File: src/rtl/lut_cfg_pkg.sv
// ============================================================================
// Module  : lut_cfg_pkg
// Brief   : Shared types and helpers for the LUT select-line config loader.
// Revision: 1.0 - initial release
// ============================================================================
`default_nettype none

package lut_cfg_pkg;

    typedef enum logic [1:0] {
        IDLE   = 2'd0,
        SHIFT  = 2'd1,
        CHECK  = 2'd2,
        COMMIT = 2'd3
    } cfg_state_t;

    localparam int c_n_lut_default = 8;

    // The counter must be able to hold N_LUT itself, not just N_LUT-1.
    function automatic int cnt_width(input int n);
        return $clog2(n + 1);
    endfunction

endpackage

`default_nettype wire

File: src/rtl/cfg_shift_reg.sv
// ============================================================================
// Module  : cfg_shift_reg
// Brief   : Serial-in / parallel-out shadow register for LUT select bits.
// Revision: 1.0 - initial release
// ============================================================================
`default_nettype none

module cfg_shift_reg #(
    parameter int N_LUT     = 8,
    parameter bit MSB_FIRST = 1'b1
) (
    input  logic             clk,
    input  logic             rst_n,
    input  logic             i_clear,
    input  logic             i_shift_en,
    input  logic             i_bit,
    output logic [N_LUT-1:0] o_shadow
);

    logic [N_LUT-1:0] r_shadow;
    logic [N_LUT-1:0] w_shifted;

    // Shift direction decides where the first received bit ends up.
    generate
        if (MSB_FIRST) begin : g_msb_first
            assign w_shifted = {r_shadow[N_LUT-2:0], i_bit};
        end else begin : g_lsb_first
            assign w_shifted = {i_bit, r_shadow[N_LUT-1:1]};
        end
    endgenerate

    always_ff @(posedge clk or negedge rst_n) begin
        if (!rst_n) begin
            r_shadow <= '0;
        end else if (i_clear) begin
            r_shadow <= '0;
        end else if (i_shift_en) begin
            r_shadow <= w_shifted;
        end
    end

    assign o_shadow = r_shadow;

endmodule

`default_nettype wire

File: src/rtl/lut_cfg_loader.sv
// ============================================================================
// Module  : lut_cfg_loader
// Brief   : Serial valid/ready config loader committing LUT selects atomically.
//           Define LUT_CFG_PARITY_EN to append and check an even-parity bit.
// Revision: 1.0 - initial release
// ============================================================================
`default_nettype none

module lut_cfg_loader
    import lut_cfg_pkg::*;
#(
    parameter int N_LUT     = c_n_lut_default,
    parameter bit MSB_FIRST = 1'b1
) (
    input  logic             clk,
    input  logic             rst_n,
    input  logic             cfg_start,
    input  logic             cfg_valid,
    output logic             cfg_ready,
    input  logic             cfg_bit,
    output logic [N_LUT-1:0] sel_out,
    output logic             cfg_busy,
    output logic             cfg_done,
    output logic             cfg_err
);

    localparam int             CW         = cnt_width(N_LUT);
    localparam logic [CW-1:0]  c_last_idx = CW'(N_LUT - 1);

    cfg_state_t       r_state;
    cfg_state_t       w_state_nxt;
    logic [CW-1:0]    r_count;
    logic [N_LUT-1:0] r_sel;
    logic [N_LUT-1:0] w_shadow;
    logic             r_err;
    logic             w_ready;
    logic             w_shift_en;
    logic             w_clear;
    logic             w_err_set;
    logic             w_err_clr;

    cfg_shift_reg #(
        .N_LUT     (N_LUT),
        .MSB_FIRST (MSB_FIRST)
    ) u_shift (
        .clk        (clk),
        .rst_n      (rst_n),
        .i_clear    (w_clear),
        .i_shift_en (w_shift_en),
        .i_bit      (cfg_bit),
        .o_shadow   (w_shadow)
    );

    always_comb begin
        w_state_nxt = r_state;
        w_ready     = 1'b0;
        w_shift_en  = 1'b0;
        w_clear     = 1'b0;
        w_err_set   = 1'b0;
        w_err_clr   = 1'b0;
        case (r_state)
            IDLE: begin
                if (cfg_start) begin
                    w_state_nxt = SHIFT;
                    w_clear     = 1'b1;
                    w_err_clr   = 1'b1;
                end
            end
            SHIFT: begin
                w_ready = 1'b1;
                // A restart mid-frame aborts, even if it coincides with the last bit.
                if (cfg_start) begin
                    w_state_nxt = IDLE;
                    w_err_set   = 1'b1;
                end else if (cfg_valid) begin
                    w_shift_en = 1'b1;
                    if (r_count == c_last_idx) begin
                        w_state_nxt = CHECK;
                    end
                end
            end
            CHECK: begin
`ifdef LUT_CFG_PARITY_EN
                w_ready = 1'b1;
                if (cfg_valid) begin
                    if ((^w_shadow ^ cfg_bit) == 1'b0) begin
                        w_state_nxt = COMMIT;
                    end else begin
                        w_state_nxt = IDLE;
                        w_err_set   = 1'b1;
                    end
                end
`else
                w_state_nxt = COMMIT;
`endif
            end
            COMMIT: begin
                w_state_nxt = IDLE;
            end
            default: begin
                w_state_nxt = IDLE;
            end
        endcase
    end

    always_ff @(posedge clk or negedge rst_n) begin
        if (!rst_n) begin
            r_state <= IDLE;
            r_count <= '0;
            r_sel   <= '0;
            r_err   <= 1'b0;
        end else begin
            r_state <= w_state_nxt;
            if (w_clear) begin
                r_count <= '0;
            end else if (w_shift_en) begin
                r_count <= r_count + CW'(1);
            end
            if (r_state == COMMIT) begin
                r_sel <= w_shadow;
            end
            if (w_err_clr) begin
                r_err <= 1'b0;
            end else if (w_err_set) begin
                r_err <= 1'b1;
            end
        end
    end

    assign cfg_ready = w_ready;
    assign sel_out   = r_sel;
    assign cfg_busy  = (r_state != IDLE);
    assign cfg_done  = (r_state == COMMIT);
    assign cfg_err   = r_err;

endmodule

`default_nettype wire

File: config.mk
export PLATFORM = sky130hd
export DESIGN_NAME = lut_cfg_loader
export DESIGN_NICKNAME = d
export VERILOG_FILES = /design/src/rtl/lut_cfg_pkg.sv /design/src/rtl/cfg_shift_reg.sv /design/src/rtl/lut_cfg_loader.sv
export SDC_FILE = /design/constraint.sdc
export NUM_CORES = 1
export LEC_CHECK = 0
export ABC_AREA = 0
export CORE_MARGIN = 1
export CORE_UTILIZATION = 50
export CTS_BUF_LIST = sky130_fd_sc_hd__clkbuf_4 sky130_fd_sc_hd__clkbuf_8
export DETAILED_ROUTE_END_ITERATION = 10
export PLACE_DENSITY = 0.75
export REMOVE_ABC_BUFFERS = 1
export SYNTH_ARGS = -nofsm -noshare
export SYNTH_HDL_FRONTEND = slang
export SYNTH_SLANG_ARGS = --single-unit
File: constraint.sdc
create_clock -name clk -period 2.12 [get_ports clk]
set_input_delay 0.212 -clock clk [delete_from_list [all_inputs] [get_ports clk]]
set_output_delay 0.212 -clock clk [all_outputs]
set_load 0.05 [all_outputs]
==> run summary, run 1 <==
The die boundary width came out at 46.5 µm. In this run the number of cells on the critical path is 1. Dividing total power by cell area gives a power density of between 600 and 700 nW/µm². The number of antenna violations at the first check in global routing was 0.

The count of final setup violators came out at 0. The number of violations reported at the end of detailed-routing iteration 0 came out at 6. For this design, the slowest cell found on the critical path is clkdlybuf4s50_1. The mean instance size in the synthesized netlist came out at between 10 and 15 µm².

The filler cells instantiated in the layout total 150. Counting both buffers and inverters, the worst setup path holds a total of 1. The final critical-path required period is around 1700 ps. For this run, the share of the core covered by cells in the final layout is 0.668. The startpoint kind of the worst setup timing path is a flip-flop.

After synthesis, the netlist uses 24 different library cells. Compared with the post-synthesis result, the final layout area differs by 21.3%. CTS placed an instance of clkbuf_4 at the clock tree root. The die covers ~2200 µm². The required arrival time at the worst endpoint came out at between 1500 and 2000 ps. The total congestion overflow came out at 0. After clock tree synthesis, the clock-pin slew on the worst setup and hold paths is roughly 120 ps. The routed design has 1.59 mm of wire.

The count of buffers added by post-CTS timing repair for setup came out at 0. The element type at the critical path end is an output pin. The number of iterations in the first detailed-routing pass came out at 4. The clock passes through at most 2 buffers. The maximum number of pins on one net before global-route repair is 24.

The minimum setup slack after placement came out at around 380 ps. The hold violation total from the final report was 0. The flow ran to the end, and the final reports show no timing, DRC or antenna violations.

The internal reg-to-reg setup slack came out at 650 ps. The source of the worst register-to-register timing path is r_state[0]. Input and output buffers added on the ports amount to 16. The share of cells above drive strength 1 came out at 0.192. The worst pin sits at a relative slew slack of 0.658. The static power due to leakage is around 0.58 nW.

Dividing the final minimum period by the clock period gives 0.804. At the worst endpoint, the arrival time is approximately 1500 ps. In this run the remaining antenna-violating nets after routing total 0. At the later pin of the worst-skew pair, clock insertion delay measures around 310 ps. After routing, the total negative slack on setup checks comes to 0 ps.

The average via count per standard cell is around 5.3. Setup repair after global routing left no endpoint under its margin. The global-route wire length before repair came out at 2.53 mm. The kind of cell adding the most delay to the critical path is buffers and inverters. The critical path class is flip-flop to output pin. The placed wire-length estimate is approximately 1.1 mm.

The CTS sink count came out at 23. The number of hold-repair buffers added at the cts stage came out at 0. The fraction of the yosys area taken by sequential cells came out at 0.580.

The number of max-slew violations in the final report came out at 0. The worst flop-to-flop path endpoint is r_count[1]. From bottom edge to top edge, the die measures ~47 µm. The synthesis warning total came out at 0.

Along the worst path, the maximum fanout reaches 2. The placement row count is 15. Counting the buffers created by CTS gives 3.

The class of the most critical hold timing path is input port to asynchronous set/reset pin. VDD sags by at most between 500 and 600 µV. The via count of the first global-routing pass came out at 592. The slew at the pin with the worst max-slew slack is 511 ps.

The starting density of the core came out at 0.551. The global placement routability congestion came out at between 0.7 and 0.8. The clock arrives with about 8.4 ps of skew. The synthesis-stage register bit count came out at 23. The routed layout has about 680 vias. Synthesis produced a netlist whose cell count is 85.

The region available for standard cell placement spans approximately 1800 µm². The number of cells on the worst reg-to-reg path is 3. Dividing the detail-routed wire length by the instance count gives approximately 12 µm.

The achievable frequency came out at 0.587 GHz. After layout, the worst setup slack is 416 ps. The overall track demand over capacity in global routing is 0.172. The signal on the critical path passes through clkdlybuf4s50_1. The largest single stage delay on the critical path is 810 ps. The CTS tree is built. The diode insertion count for antenna repair is 0. In this run the cell area of the synthesized design comes to 992 µm². The number of top-level design ports is 17. The max-capacitance violation count came out at 0. The remaining design rule violation count is 0.

The tightest hold path in the finished design has a slack of approximately 240 ps. The final net count is 111. The number of H-tree levels came out at 1.
-- metrics by stage --
stage	std cells	power [mW]	area, µm²
6_report	129	0.821	1200
4_1_cts	129	0.828	1200
5_1_grt	129	0.861	1200
2_1_floorplan	81	0.574	960
3_5_place_dp	125	0.633	1170
3_3_place_gp	125	0.632	1170
-- layout make-up --
| type | count | area [µm²] | area share |
|---|---|---|---|
| Multi-Input combinational cell | 56 | 377 | 0.313 |
| Clock inverter | 1 | 5.00 | 0.00416 |
| Tap cell | 25 | 31.3 | 0.0260 |
| Sequential cell | 23 | 576 | 0.478 |
| Clock buffer | 3 | 22.5 | 0.0187 |
| Timing Repair Buffer | 19 | 185 | 0.154 |
| Inverter | 2 | 7.51 | 0.00624 |
-- registers in the layout, indices dropped and copies added, names as in the netlist, named ones only --
register,cells
cfg_err,1
u_shift.o_shadow,8
r_state,1
sel_out,8
r_count,4
-- worst max-delay path by stage --
stage,startpoint,to,slack (ps)
after floorplan,r_state[0],cfg_ready,640
after global placement,r_state[0],cfg_ready,420
after detailed placement,r_state[0],cfg_ready,380
after CTS,r_state[0],cfg_ready,30
after global routing,r_state[0],cfg_ready,330
final,sel_out[1],sel_out[1],420
-- power by group --
| group | leakage, nW | switching [mW] | internal, mW |
|---|---|---|---|
| logic | 0.248 | 0.0844 | 0.0558 |
| clock network | 0.0177 | 0.127 | 0.0705 |
| registers | 0.315 | 0.0244 | 0.459 |
| total | 0.581 | 0.236 | 0.585 |
-- cells in the mapped netlist (all sizes together) --
master,n,area (µm²)
and4bb,1,12.5
dfrtp,23,576
nand2,19,73.8
nand4b,1,8.76
nor3b,1,18.8
or2,1,6.26
o211ai,1,7.51
o22ai,1,6.26
nor2b,1,6.26
nand4bb,1,11.3
a21oi,7,35.0
ha,1,12.5
mux2i,1,10.0
a22o,2,17.5
o21ai,2,10.0
nor2,2,7.51
inv,2,7.51
mux2,9,101
or3b,1,8.76
nand3,3,15.0
o31ai,1,7.51
buf,4,32.5
-- cells in the final DEF, fill, tap and decap left out, types with 2 or more instances in the layout --
| master | Yosys | layout |
|---|---|---|
| a21oi_1 | 7 | 7 |
| a22o_1 | 2 | 2 |
| buf_4 | 0 | 4 |
| clkbuf_4 | 0 | 3 |
| clkdlybuf4s50_1 | 0 | 13 |
| dfrtp_1 | 23 | 23 |
| dlymetal6s2s_1 | 0 | 2 |
| inv_1 | 2 | 2 |
| mux2_2 | 9 | 9 |
| nand2_1 | 18 | 18 |
| nand3_1 | 3 | 3 |
| nor2_1 | 2 | 2 |
| o21ai_0 | 2 | 2 |
-- cell families after synthesis --
group           Yosys count  share of synthesized area
buf+inv                   6                     0.0404
simple gates             31                      0.170
compound gates           14                     0.0845
fa+ha+maj                 1                     0.0126
flops                    23                      0.580
mux                      10                      0.112
-- timing repair --
item | CTS | global route
setup endpoints to repair | 0 | 2
hold endpoints to repair | 0 | 0
gates resized for setup | 0 | 2
-- routing by layer --
metal  global-route usage  wire [µm]  vias to the layer above
met5                    0          0                        -
met4               0.0882         27                        0
met3               0.0353         44                        4
met2                0.281        800                       16
met1                0.214        715                      328
li1                     -          -                      336
(Power assumes the default switching activity.)
==> run 2: changes to the inputs <==
--- a/config.mk
+++ b/config.mk
@@ -7,7 +7,7 @@
 export LEC_CHECK = 0
 export ABC_AREA = 0
 export CORE_MARGIN = 1
-export CORE_UTILIZATION = 50
+export CORE_UTILIZATION = 48
 export CTS_BUF_LIST = sky130_fd_sc_hd__clkbuf_4 sky130_fd_sc_hd__clkbuf_8
 export DETAILED_ROUTE_END_ITERATION = 10
 export PLACE_DENSITY = 0.75
==> constraint.sdc (replaced) <==
create_clock -name clk -period 1.4 [get_ports clk]
set_input_delay 0.14 -clock clk [delete_from_list [all_inputs] [get_ports clk]]
set_output_delay 0.14 -clock clk [all_outputs]
set_load 0.05 [all_outputs]
==> run 2 against run 1 <==
  * Register-to-register slack worse by 610 ps
  * Power is 61% higher
  * Flip-flop and latch count stayed put
  * Sequential power is 52% higher
  * Via count is 11% higher
  * Combinational power is 100% higher
  * Die area is 4.0% higher
  * Clock power is 53% higher
==> run summary, run 2 (synthesis results as in run 1) <==
The worst-skew pair later-pin latency is 310 ps (about the same). The placed instance area came out at 1230 µm² (was 1170 µm²). The buffer levels on the longest clock path came out at 2 (unchanged). The number of top-level design ports was 17 (unchanged). The remaining antenna violation count came out at 0 (unchanged).

Most frequent cells in the layout: buf_4, dfrtp_1, nand2_1 (was dfrtp_1, nand2_1, clkdlybuf4s50_1). The synthesis-to-layout area growth is 34.6% (was 21.3%). The worst hold slack was 167 ps (was 237 ps). The total wirelength of the detailed-routed design is 1.77 mm (was 1.59 mm). The CTS tree is built (unchanged).

The startpoint kind of the worst setup timing path is a flip-flop (unchanged). The worst path needs 1390 ps of the cycle, external delays included. The number of CTS-inserted buffers is 3 (unchanged). The via count is 760 (was 684).

The via count of the first global-routing pass is 653 (was 592). The number of violations reported at the end of detailed-routing iteration 0 came out at 3 (was 6). The final net count was 123 (was 111). The diode insertion count for antenna repair was 0 (unchanged). The average via count per standard cell is 5.31 (was 5.30). The peak-usage layer in the global routing report was met2 (unchanged). The maximum number of pins on one net before global-route repair came to 24 (unchanged).

The max-capacitance violation count is 0 (unchanged). The worst-case headroom to the max-slew limit came out at 0.814 (was 0.658). The maximum ir drop on the vdd rail came out at 730 µV (was 595 µV).

The met1 track demand over resource was 0.188 (was 0.214). The hold violation total from the final report is 0 (unchanged). The critical path class was flip-flop to output pin (unchanged). The placement row count is 16 (was 15). Unrepaired setup endpoints after global routing: yes (was no). The routed wirelength normalized by instance count is 12.4 µm (was 12.3 µm). The CTS sink count came out at 23 (unchanged). The static power due to leakage was 0.648 nW (was 0.581 nW). The CTS clock-pin slew for the worst setup and hold paths is 120 ps (about the same). Result of the run: finished, final reports clean (unchanged). The global-route wire length before repair is 2.58 mm (was 2.53 mm). The quantity of I/O buffers inserted on ports came out at 16 (unchanged). The element type at the critical path end is an output pin (unchanged). The total congestion overflow came to 0 (unchanged). The die boundary width came to 47.5 µm (was 46.5 µm).

The vertical die dimension is 47.5 µm (was 46.5 µm). The area of the die came out at 2250 µm² (was 2170 µm²). The share of cells above drive strength 1 is 0.397 (was 0.192). The count of final setup violators is 0 (unchanged).

The most common library cell in the layout ignoring fill and taps is buf_4 (was dfrtp_1). The total non-filler cell area in the finished layout is 1340 µm² (was 1200 µm²). The worst clock skew on the final layout was 2.46 ps (was 8.38 ps).

The placeable core area was 1960 µm² (was 1800 µm²). The critical-path maximum fanout was 4 (was 2). The remaining design rule violation count is 0 (unchanged). The class of the most critical hold timing path was input port to asynchronous set/reset pin (unchanged). The power density over the cells is 989 nW/µm² (was 682 nW/µm²).

Of the available clock period, the critical path in the final layout requires 0.990. The met2 usage in global routing came out at 0.293 (was 0.281). The overall track demand over capacity in global routing came to 0.169 (was 0.172). The number of H-tree levels was 1 (unchanged).

The number of max-slew violations in the final report is 0 (unchanged). The slew at the pin with the worst max-slew slack is 279 ps (was 511 ps). The required arrival time at the worst endpoint came out at 1260 ps (was 1910 ps).

The achievable frequency is just over 0.7 GHz. The critical path arrival is 1250 ps (was 1490 ps). The global placement routability congestion came out at 0.770 (was 0.764). The number of antenna violations at the first check in global routing came out at 0 (unchanged). The met3 track demand over resource came to 0.0415 (was 0.0353). The root buffer selected by CTS is clkbuf_4 (unchanged). The starting density of the core was 0.506 (was 0.551). The number of iterations in the first detailed-routing pass came out at 4 (unchanged).
[run 2: changes by cell type in the layout (fill, tap and decap cells not counted), sizes merged]
cell,change
buf,+23
clkdlybuf4s50,-9
dlymetal6s2s,-2
[run 2: worst max-delay path: stages (launching register included)]
cell and delay [ps]:
dfrtp_2 440, buf_6 120, or2_4 230, buf_8 150
[run 2: area by class of cell]
cell class	count	area, µm²
clock buffers	3	22.5
flip-flops and latches	23	578
repair buffers	31	292
fillers	159	627
multi-input cells	56	397
clock inverters	1	5.00
well taps	27	33.8
inverters	2	7.51
[run 2: through the flow]
| step | worst slack (ps) | cells | setup TNS [ps] | power, mW | util |
|---|---|---|---|---|---|
| finish | 14.4 | 143 | 0 | 1.32 | 0.680 |
| global route | -34.4 | 143 | -120 | 1.38 | 0.680 |
| CTS | -16.9 | 139 | -33.7 | 1.32 | 0.658 |
| detailed placement | -22.5 | 133 | -47.0 | 1.01 | 0.626 |
| global placement | 18.6 | 133 | 0 | 1.00 | 0.626 |
| floorplan | -8.04 | 81 | -8.04 | 0.869 | - |
[run 2: power breakdown]
part | switching, mW | internal (mW) | leakage [nW]
Combinational | 0.146 | 0.136 | 0.318
Sequential | 0.0397 | 0.696 | 0.313
Clock | 0.195 | 0.107 | 0.0177
[run 2: worst paths after layout]
| path | startpoint | end | slack [ps] | cells past startpoint |
|---|---|---|---|---|
| min in group clk | cfg_bit | u_shift.o_shadow[0] | 440 | 2 |
| worst max-delay path | flip-flop | cfg_busy | 10 | 3 |
| worst min register to register | r_count[3] | r_count[3] | 500 | 1 |
| worst min-delay path | rst_n | u_shift.o_shadow[6] | 170 | 2 |
| worst max register to register | flip-flop | u_shift.o_shadow[7] | 40 | 5 |
| max in group asynchronous | rst_n | r_state[0] | 1000 | 2 |
[run 2: routing by layer]
metal,vias to the layer above,wire [µm]
li1,355,-
met1,379,742
met2,19,918
met3,7,71
met4,0,40
met5,-,0
[run 2: repair_timing]
item                                    in CTS  in global routing
pin swaps                                    0                  1
hold buffers                                 0                  0
setup buffers                                2                  4
gates resized for setup                      6                  4
endpoints found under the setup margin       3                 10
cloned                                       0                  0
==> edit, RTL diff (settings of run 1) <==
`c_n_lut_default`: 8 -> 9.
--- a/src/rtl/lut_cfg_pkg.sv
+++ b/src/rtl/lut_cfg_pkg.sv
@@ -14,7 +14,7 @@
         COMMIT = 2'd3
     } cfg_state_t;
 
-    localparam int c_n_lut_default = 8;
+    localparam int c_n_lut_default = 9;
 
     // The counter must be able to hold N_LUT itself, not just N_LUT-1.
     function automatic int cnt_width(input int n);
Ports: changed (resized sel_out); port bits go from 17 to 18. The function was not compared with the original's and may differ.
==> edit against run 1 <==
  * Global-route usage down 0.87 points
  * Setup slack got worse by 0.0036 ns
  * Final area is 9.5% higher
  * Wire length rose by 10%
  * Synthesized area grew 11%
  * Power up 7.8%
  * Sequential cell count is 2 higher
  * Synthesized cell count increased by 11%
  * Critical path type unchanged
  * Critical endpoint is now sel_out[0]
  * Largest power group unchanged
==> edit: results (changes against run 1) <==
\begin{tabular}{lr}
\hline
Metric & Value \\
\hline
\multicolumn{2}{l}{\textbf{Routing}} \\
\quad Drt first-iter violations & 18 (was 6) \\
\quad Total routed wirelength & 1753 µm (was 1587 µm) \\
\quad Sum of routed wire segments on met1 & 769 µm (was 715 µm) \\
\quad Wire length on met3 & 37 µm (was 44 µm) \\
\quad Avg Vias per Cell & 5.156 (was 5.302) \\
\quad Sum of met2 wire segment lengths after detailed routing & 931 µm (was 800 µm) \\
\multicolumn{2}{l}{\textbf{Placement}} \\
\quad DP HPWL & 1272 µm (was 1141 µm) \\
\quad Placer congestion estimate & 0.7337 (was 0.7639) \\
\quad Buffers added on ports & 17 (was 16) \\
\quad Placed Instances & 137 (was 125) \\
\quad Total placed instance area & 0.001282 mm² (was 0.001171 mm²) \\
\multicolumn{2}{l}{\textbf{Status}} \\
\quad Result of the run & completed (unchanged) \\
\multicolumn{2}{l}{\textbf{Synth}} \\
\quad Commonest cells in the synthesized netlist & sky130\_fd\_sc\_hd\_\_dfrtp\_1 (25), sky130\_fd\_sc\_hd\_\_nand2\_1 (20), sky130\_fd\_sc\_hd\_\_mux2\_2 (10) (was sky130\_fd\_sc\_hd\_\_dfrtp\_1 (23), sky130\_fd\_sc\_hd\_\_nand2\_1 (18), sky130\_fd\_sc\_hd\_\_mux2\_2 (9)) \\
\quad Top post-synthesis cells by area & sky130\_fd\_sc\_hd\_\_dfrtp\_1 (57\%), sky130\_fd\_sc\_hd\_\_mux2\_2 (10\%), sky130\_fd\_sc\_hd\_\_nand2\_1 (6.8\%) (was sky130\_fd\_sc\_hd\_\_dfrtp\_1 (58\%), sky130\_fd\_sc\_hd\_\_mux2\_2 (10\%), sky130\_fd\_sc\_hd\_\_nand2\_1 (6.8\%)) \\
\quad Register area share after synthesis & 57.01\% (was 58.01\%) \\
\quad Post-synthesis cell count & 94 (was 85) \\
\multicolumn{2}{l}{\textbf{GRT}} \\
\quad Pin count of the biggest net entering global routing & 26 (was 24) \\
\quad All-Layer GR Usage & 16.37\% (was 17.24\%) \\
\quad Global-route wire length before repair & 2960 µm (was 2525 µm) \\
\quad Vias in the first global route & 692 (was 592) \\
\multicolumn{2}{l}{\textbf{Layout}} \\
\quad Fraction of layout cells with a size suffix above 1 & 19.30\% (was 19.23\%) \\
\quad Filler Cell Count & 161 (was 150) \\
\quad Post-route insts no fill & 141 (was 129) \\
\quad Ant diodes & 0 (unchanged) \\
\multicolumn{2}{l}{\textbf{Timing}} \\
\quad Pin slew with the least headroom to its limit & 0.5297 ns (was 0.5109 ns) \\
\quad Worst clock skew & 0.01050 ns (was 0.008383 ns) \\
\multicolumn{2}{l}{\textbf{Clocking}} \\
\quad Clock slew at reported path FFs & 0.14 ns (was 0.12 ns) \\
\multicolumn{2}{l}{\textbf{Setup path}} \\
\quad Slowest stage cell, crit path & sky130\_fd\_sc\_hd\_\_clkdlybuf4s50\_1 (unchanged) \\
\multicolumn{2}{l}{\textbf{Power}} \\
\quad Leakage Power & 0.0006288 µW (was 0.0005809 µW) \\
\hline
\end{tabular}
## edit: routing by layer
layer  GRT usage, %  vias to the layer above
met1          19.83                      357
met2          28.47                        9
met5              0                        -
met4          8.824                        0
met3          1.869                        2
li1               -                      359
## edit: report_power, final
part,switching [µW],internal (µW)
sequential,25.4,497
combinational,92.8,59.6
clock,138,72.0
## edit: area by class of cell
cell class                      count  area, µm²  area share (%)
Timing Repair Buffer               20      195.2           14.81
Clock buffer                        3      22.52           1.709
Multi-Input combinational cell     61      417.9           31.72
Inverter                            4      15.01           1.140
Tap cell                           27      33.78           2.564
Clock inverter                      1      7.507          0.5698
Sequential cell                    25      625.6           47.48
## edit: logic make-up (layout without fill, tap and decap cells)
logic type / count (synthesis) / in the layout / share of synthesized area [%]
simple gates: 33 / 33 / 16.08
fa+ha+maj: 2 / 2 / 2.280
flops: 25 / 25 / 57.01
compound gates: 15 / 15 / 8.553
buf+inv: 8 / 28 / 4.902
mux: 11 / 11 / 11.17
## edit: path summary, 6_finish.rpt
kind                       startpoint                  end  slack, ns  cells after the start
setup / recovery           sel_out[0]           sel_out[0]       0.41                      1
hold / removal                  rst_n           r_count[2]       0.23                      2
setup reg to reg           r_state[0]  u_shift.o_shadow[0]       0.65                      3
hold reg to reg            sel_out[3]           sel_out[3]       0.52                      1
max in group asynchronous       rst_n           sel_out[7]       1.64                      2
min in group clk              cfg_bit  u_shift.o_shadow[0]       0.50                      2
## edit: timing repair
action                     in CTS  in global routing
setup endpoints to repair       0                  2
gates resized for setup         0                  2
hold buffers                    0                  0
## edit: per-stage QoR
step,setup slack [ns],utilization [%]
4_1_cts,0.01500,64.91
6_report,0.4125,65.16
3_3_place_gp,0.4170,63.43
5_1_grt,0.3311,65.16
3_5_place_dp,0.3979,63.43
2_1_floorplan,0.6400,-
